### config.mk
export PLATFORM = sky130hd
export DESIGN_NAME = cereal_tx
export DESIGN_NICKNAME = d
export VERILOG_FILES = /design/src/rtl/cereal_pkg.sv /design/src/rtl/cereal_tx_baud_tick.sv /design/src/rtl/cereal_tx.sv
export SDC_FILE = /design/constraint.sdc
export NUM_CORES = 1
export LEC_CHECK = 0
export ABC_AREA = 1
export CORE_MARGIN = 1
export CORE_UTILIZATION = 35
export CTS_CLUSTER_SIZE = 16
export DETAILED_ROUTE_END_ITERATION = 7
export GPL_TIMING_DRIVEN = 0
export SYNTH_ARGS = -nofsm -noshare
export SYNTH_HDL_FRONTEND = slang
export SYNTH_SLANG_ARGS = --single-unit
### constraint.sdc
create_clock -name sysclk -period 3.6 [get_ports sysclk]
set_input_delay 0.72 -clock sysclk [delete_from_list [all_inputs] [get_ports sysclk]]
set_output_delay 0.72 -clock sysclk [all_outputs]
set_load 0.01 [all_outputs]
### src/rtl/cereal_pkg.sv
// Shared definitions for the cereal UART family: FSM state encoding, parity
// modes and helpers that the transmitter and the future receiver both use.
package cereal_pkg;

    typedef enum logic [2:0] {
        ST_IDLE   = 3'd0,
        ST_START  = 3'd1,
        ST_DATA   = 3'd2,
        ST_PARITY = 3'd3,
        ST_STOP   = 3'd4
    } cereal_state_t;

    localparam int PARITY_NONE   = 32'sd0;
    localparam int PARITY_ODD    = 32'sd1;
    localparam int PARITY_EVEN   = 32'sd2;
    localparam int MAX_DATA_BITS = 32'sd9;

    // True when the frame format is one the cereal blocks can build.
    function automatic logic cereal_params_ok(
        input int div,
        input int data_bits,
        input int parity,
        input int stop_bits
    );
        logic ok_s;
        ok_s = (div >= 32'sd2)
            && (data_bits >= 32'sd5) && (data_bits <= 32'sd9)
            && (parity >= 32'sd0) && (parity <= 32'sd2)
            && ((stop_bits == 32'sd1) || (stop_bits == 32'sd2));
        return ok_s;
    endfunction

    // Parity over a zero-extended word; the padding zeros leave the XOR unchanged.
    function automatic logic cereal_parity(
        input logic [MAX_DATA_BITS-1:0] data,
        input int                       parity
    );
        logic p_s;
        case (parity)
            PARITY_EVEN: p_s = ^data;
            PARITY_ODD:  p_s = ~^data;
            default:     p_s = 1'b0;
        endcase
        return p_s;
    endfunction

endpackage

### src/rtl/cereal_tx_baud_tick.sv
// Bit-period divider: emits a one-cycle tick every DIV clocks, restarted by
// clear so the first bit after an accepted word is never short.
module baud_tick #(
    parameter int DIV = 5208
) (
    input  logic sysclk,
    input  logic rst_n,
    input  logic clear,
    output logic tick
);

    localparam int            CW   = (DIV > 2) ? $clog2(DIV) : 1;
    localparam logic [CW-1:0] LAST = CW'(DIV - 1);

    logic [CW-1:0] cnt_r;

    // Bit-period counter, wraps after LAST or restarts on clear.
    always_ff @(posedge sysclk or negedge rst_n) begin
        if (!rst_n) begin
            cnt_r <= '0;
        end else if (clear) begin
            cnt_r <= '0;
        end else if (cnt_r == LAST) begin
            cnt_r <= '0;
        end else begin
            cnt_r <= cnt_r + CW'(1);
        end
    end

    assign tick = (cnt_r == LAST);

endmodule

### src/rtl/cereal_tx.sv
// Parametrised UART transmitter: one word per valid/ready handshake, sent as
// start, data LSB first, optional parity and 1-2 stop bits on a flopped tx pin.
module cereal_tx
    import cereal_pkg::*;
#(
    parameter int DIV       = 5208,
    parameter int DATA_BITS = 8,
    parameter int PARITY    = 0,
    parameter int STOP_BITS = 1
) (
    input  logic                 sysclk,
    input  logic                 rst_n,
    input  logic [DATA_BITS-1:0] in_data,
    input  logic                 in_valid,
    output logic                 in_ready,
    output logic                 tx,
    output logic                 busy
);

    if (!cereal_params_ok(DIV, DATA_BITS, PARITY, STOP_BITS)) begin : g_param_err
        $error("cereal_tx: illegal parameter set");
    end

    localparam int             MAX_BITS  = (DATA_BITS > STOP_BITS) ? DATA_BITS : STOP_BITS;
    localparam int             BCW       = $clog2(MAX_BITS + 1);
    localparam logic [BCW-1:0] DATA_LAST = BCW'(DATA_BITS - 1);
    localparam logic [BCW-1:0] STOP_LAST = BCW'(STOP_BITS - 1);
    localparam logic           HAS_PAR   = (PARITY != PARITY_NONE);

    cereal_state_t        state_r,    state_nxt_s;
    logic [DATA_BITS-1:0] shreg_r,    shreg_nxt_s;
    logic [BCW-1:0]       bit_cnt_r,  bit_cnt_nxt_s;
    logic                 parity_r,   parity_nxt_s;
    logic                 tx_r,       tx_nxt_s;
    logic                 busy_r;
    logic                 in_ready_r;
    logic                 accept_s;
    logic                 tick_s;

    assign accept_s = in_valid && (state_r == ST_IDLE);

    baud_tick #(
        .DIV (DIV)
    ) u_baud_tick (
        .sysclk (sysclk),
        .rst_n  (rst_n),
        .clear  (accept_s),
        .tick   (tick_s)
    );

    // Frame sequencing: next state, shift register, bit counter and parity latch.
    always_comb begin
        state_nxt_s   = state_r;
        shreg_nxt_s   = shreg_r;
        bit_cnt_nxt_s = bit_cnt_r;
        parity_nxt_s  = parity_r;
        case (state_r)
            ST_IDLE: begin
                if (accept_s) begin
                    state_nxt_s   = ST_START;
                    shreg_nxt_s   = in_data;
                    parity_nxt_s  = cereal_parity(MAX_DATA_BITS'(in_data), PARITY);
                    bit_cnt_nxt_s = '0;
                end else begin
                    state_nxt_s = ST_IDLE;
                end
            end
            ST_START: begin
                if (tick_s) begin
                    state_nxt_s   = ST_DATA;
                    bit_cnt_nxt_s = '0;
                end else begin
                    state_nxt_s = ST_START;
                end
            end
            ST_DATA: begin
                if (tick_s) begin
                    shreg_nxt_s = {1'b0, shreg_r[DATA_BITS-1:1]};
                    if (bit_cnt_r == DATA_LAST) begin
                        state_nxt_s   = HAS_PAR ? ST_PARITY : ST_STOP;
                        bit_cnt_nxt_s = '0;
                    end else begin
                        bit_cnt_nxt_s = bit_cnt_r + BCW'(1);
                    end
                end else begin
                    state_nxt_s = ST_DATA;
                end
            end
            ST_PARITY: begin
                if (tick_s) begin
                    state_nxt_s   = ST_STOP;
                    bit_cnt_nxt_s = '0;
                end else begin
                    state_nxt_s = ST_PARITY;
                end
            end
            ST_STOP: begin
                if (tick_s) begin
                    if (bit_cnt_r == STOP_LAST) begin
                        state_nxt_s   = ST_IDLE;
                        bit_cnt_nxt_s = '0;
                    end else begin
                        bit_cnt_nxt_s = bit_cnt_r + BCW'(1);
                    end
                end else begin
                    state_nxt_s = ST_STOP;
                end
            end
            default: begin
                state_nxt_s   = ST_IDLE;
                bit_cnt_nxt_s = '0;
            end
        endcase
    end

    // Line level for the state being entered, so tx changes on the same edge as the state.
    always_comb begin
        tx_nxt_s = 1'b1;
        case (state_nxt_s)
            ST_IDLE:   tx_nxt_s = 1'b1;
            ST_START:  tx_nxt_s = 1'b0;
            ST_DATA:   tx_nxt_s = shreg_nxt_s[0];
            ST_PARITY: tx_nxt_s = parity_nxt_s;
            ST_STOP:   tx_nxt_s = 1'b1;
            default:   tx_nxt_s = 1'b1;
        endcase
    end

    // State and output flops; reset drives the line idle immediately.
    always_ff @(posedge sysclk or negedge rst_n) begin
        if (!rst_n) begin
            state_r    <= ST_IDLE;
            shreg_r    <= '0;
            bit_cnt_r  <= '0;
            parity_r   <= 1'b0;
            tx_r       <= 1'b1;
            busy_r     <= 1'b0;
            in_ready_r <= 1'b1;
        end else begin
            state_r    <= state_nxt_s;
            shreg_r    <= shreg_nxt_s;
            bit_cnt_r  <= bit_cnt_nxt_s;
            parity_r   <= parity_nxt_s;
            tx_r       <= tx_nxt_s;
            busy_r     <= (state_nxt_s != ST_IDLE);
            in_ready_r <= (state_nxt_s == ST_IDLE);
        end
    end

    assign tx       = tx_r;
    assign busy     = busy_r;
    assign in_ready = in_ready_r;

endmodule

==> summary by stage <==
Setup path
The kind of end point of the critical path is an output pin. The required arrival time at the worst endpoint is 2.88 ns. The number of cell instances on the worst register-to-register path is 8. The beginning of the worst register-to-register path is u_baud_tick.cnt_r[0]. The worst-path maximum fanout is 1. The signal on the critical path passes through clkdlybuf4s50_1. The startpoint kind of the worst setup timing path is a register. On the worst path, the slowest cell contributes a delay of 0.52 ns. The critical path class is reg2out. The endpoint identified for the worst register-to-register timing path is shreg_r[5]. The arrival time at the worst endpoint is 1.31 ns. The kind of cell with the highest combined delay along the critical path is buffers and inverters.

The register-to-register path setup slack is 1.97 ns. Together, buffers and inverters on the worst path number 1. The library cell contributing the largest single delay on the critical path is sky130_fd_sc_hd__clkdlybuf4s50_1.

Flow run
The tool flagged a number of max-cap violations equal to 0.

STA
The worst pin sits at a relative slew slack of 52.4%. The minimum hold slack is 0.472 ns. Setup repair after global routing left no endpoint under its margin. The worst clock skew on the final layout is 0.00320 ns. The setup TNS after final layout is 0 ns. The count of endpoints failing hold in the final timing report was 0. The maximum clock rate is 493 MHz.

Subtracting the final worst setup slack from the clock period gives 2.03 ns. The slew at the pin with the worst max-slew slack is 0.713 ns. Across all setup checks in the final design, the least slack found is 1.57 ns. The total count of max-transition violations in the final report is 0. The count of endpoints failing setup in the final report is 0. The worst path uses 56.3% of the clock period.

Logic synthesis
The most numerous cell in the Yosys netlist is sky130_fd_sc_hd__nand2_1. The average cell area after synthesis is 8.12 um^2. The post-synthesis async set-or-reset flop share is 100%. For this run, the register share of the synthesized area comes to 46.0%. Synthesis instantiated 29 different standard cells from the library. The biggest area contributor in the post-synthesis netlist is sky130_fd_sc_hd__dfrtp_1.

Synthesis produced a netlist whose cell count is 215. Yosys attributes the largest share of cell area to sky130_fd_sc_hd__dfrtp_1, sky130_fd_sc_hd__nand2_1, sky130_fd_sc_hd__inv_1, sky130_fd_sc_hd__nor2_1, sky130_fd_sc_hd__nand3_1. After synthesis the netlist holds a flip-flop and latch count of 32. The synthesized area is 1750 um^2. In this run the biggest area consumer among cell types represents 43.0% of the synthesized area. The most common flop cell mapped by yosys is sky130_fd_sc_hd__dfrtp_1.

The commonest cells after synthesis are sky130_fd_sc_hd__nand2_1, sky130_fd_sc_hd__dfrtp_1, sky130_fd_sc_hd__inv_1. The synthesized design contains 0 enable-type register cells. The number of nets in the synthesized netlist is 229. The yosys synthesis warning count is 0.

Cells and area
After routing the design area is 2030 um^2. The filler cells instantiated in the layout total 502. The area growth from synthesis to layout is 16.4%.

The final cell count without fillers is 302. Measured on the finished design, the core utilization comes to 42.8%. Of the cells placed in the final design, the portion with a size suffix greater than 1 is 16.2%. The number of nets in the layout is 249. The number of antenna diodes in the final layout is 0.

Routing
The detailed-router iteration count before antenna repair is 4. The first routing iteration left 74 violations. In the final routed layout, each cell accounts on average for 10.9 um. The post-detailed-routing wire length is 3280 um. The number of routed nets with antenna violations is 0. After detailed routing, the number of vias per cell comes to 4.54.

In the routed design, unresolved DRC markers number 0. For this block, the via count after detailed routing is 1,370.

Clocking
The CTS sink count is 32. The clock latency on the worst-skew pair is 0.28 ns. The buffer type at the clock tree root is sky130_fd_sc_hd__clkbuf_8.

In this run, post-CTS repair resized a total of 0 instances. The maximum buffer depth of the clock tree is 2. Clock tree synthesis inserted a total of 5 buffers. The clock slew at the register clock pins of the worst setup and hold paths is 0.06 ns. TritonCTS built the clock tree. The hold-fix buffer count after cts is 0. The CTS H-tree depth is 2. Once the clock tree was built, the setup fixing pass inserted 0 buffers.

Die
Once the floorplan was initialized, standard cells occupied 36.7% of the core. The number of top-level pins is 14. In this run the horizontal extent of the chip is 72.6 um.

The die area is 5280 um^2. The core region is 4750 um^2. Row generation in the floorplan step produced 25 rows. In this run the vertical extent of the chip is 72.6 um.

Global route
In the global route stage, overall resource usage came out at 15.1%. Entering global routing, the biggest net connects 33 pins. The first global-routing pass estimated 5980 um of wire. For this run, global-route usage on met3 was measured as 4.56%.

The number of global-route vias before repair is 1,279. The met1 global-route usage is 21.4%. The overflow left after global routing is 0. Global routing consumed, on the met2 layer, 21.3% of the routing resources. met1 is the most crowded layer.

The number of antenna violations at the first check in global routing is 0.

Hold path
The number of cells traversed by the worst hold path is 1. The worst hold path startpoint is u_baud_tick.cnt_r[0]. The worst hold path belongs to the class reg2reg. The endpoint with the worst hold slack is u_baud_tick.cnt_r[0].

Pwr
Net switching is 20.9% of the power. The combinational share of power is 2.7%. The clock network power share is 40.4%. In this run, flip-flops and latches consume 57.0% of the power. Summed over all nets, the switching power comes to 132 uW.

The reported leakage power is 0.969 nW. The post-layout total power is 632 uW. IR analysis of the VDD net gives a maximum drop of 0.000155 V.

The internal portion of the total power is 500 uW. The ratio of total power to cell area is 311 nW/um^2.

Run status
The run finished with clean final reports.

Placement
The number of cells after detailed placement is 295. After detailed placement, the total cell area comes to 1960 um^2. The routability-driven placement congestion ratio is 0.764.

The HPWL after detailed placement is 2400 um. At the placement stage, the worst setup path has a slack of 1.64 ns. The number of I/O port buffers is 13.
==> flip-flops by register name, indices dropped and copies added (netlist names) <==
register           count
bit_cnt_r              4
tx                     1
u_baud_tick.cnt_r     13
in_ready               1
parity_r               1
shreg_r                8
busy                   1
state_r                3
==> logic make-up (layout without fill, tap and decap cells) <==
| logic type | Yosys count | after routing | share of synthesized area (%) |
|---|---|---|---|
| AOI/OAI and AO/OA | 26 | 26 | 9.96 |
| xor gates and xnor gates | 5 | 5 | 2.51 |
| adders and majority gates | 3 | 3 | 2.15 |
| buffers and inverters | 32 | 52 | 6.88 |
| DFF | 32 | 32 | 46.0 |
| and+or+nand+nor | 117 | 117 | 32.5 |
==> layout by cell type (no fill, tap or decap), drive strengths merged <==
cell           Yosys  routed
nand3             16      16
nand2             56      56
o211ai             1       1
and3               1       1
clkinv             0       1
nor3               5       5
nand3b             1       1
a22o               1       1
clkbuf             0       6
xor2               3       3
xnor2              2       2
nand4              6       6
dfrtp             30      30
a21oi              5       5
nor2              32      32
inv               32      32
buf                0       1
ha                 3       3
clkdlybuf4s50      0      12
o21ai             14      14
o221ai             5       5
dfstp              2       2
==> layout make-up <==
| cell class | instances | area, um^2 | area share (%) |
|---|---|---|---|
| Multi-Input combinational cell | 151 | 823 | 40.5 |
| Sequential cell | 32 | 803 | 39.5 |
| Timing Repair Buffer | 13 | 125 | 6.15 |
| Inverter | 32 | 120 | 5.91 |
| Tap cell | 67 | 83.8 | 4.12 |
| Clock buffer | 6 | 72.6 | 3.57 |
| Clock inverter | 1 | 5.00 | 0.246 |
==> routing by layer <==
metal	vias to the layer above	part of all wire, %
li1	733	-
met1	606	53
met2	26	42
met3	5	3.4
met4	0	1.9
met5	-	0
==> worst reg2reg max path, delay by kind of cell (launching register included) <==
family	cells	cell delay, ns
flip-flops	1	0.38
buffers and inverters	1	0.07
AO/OA/AOI/OAI	1	0.12
adder cells (fa/ha/maj)	1	0.25
AND/OR/NAND/NOR	5	0.68
==> worst max path at each step <==
stage                   endpoint  depth (start not counted)                  from  slack, ns
finish                  in_ready                          1              in_ready       1.57
global route            in_ready                          1              in_ready       1.53
CTS                           tx                          1                    tx       1.56
detailed placement  bit_cnt_r[1]                          5              in_valid       1.64
global placement    bit_cnt_r[2]                          1                 rst_n       1.14
floorplan           bit_cnt_r[0]                          9  u_baud_tick.cnt_r[0]       2.16
==> power groups by stage <==
stage | Combinational, mW | Clock (mW) | Sequential, mW
2_1_floorplan | 0.00000113 | 0 | 0.366
3_3_place_gp | 0.0185 | 0 | 0.366
3_5_place_dp | 0.0179 | 0 | 0.366
4_1_cts | 0.0179 | 0.269 | 0.360
5_1_grt | 0.0195 | 0.282 | 0.359
6_report | 0.0170 | 0.255 | 0.360
Power figures use the tool's default switching activity.
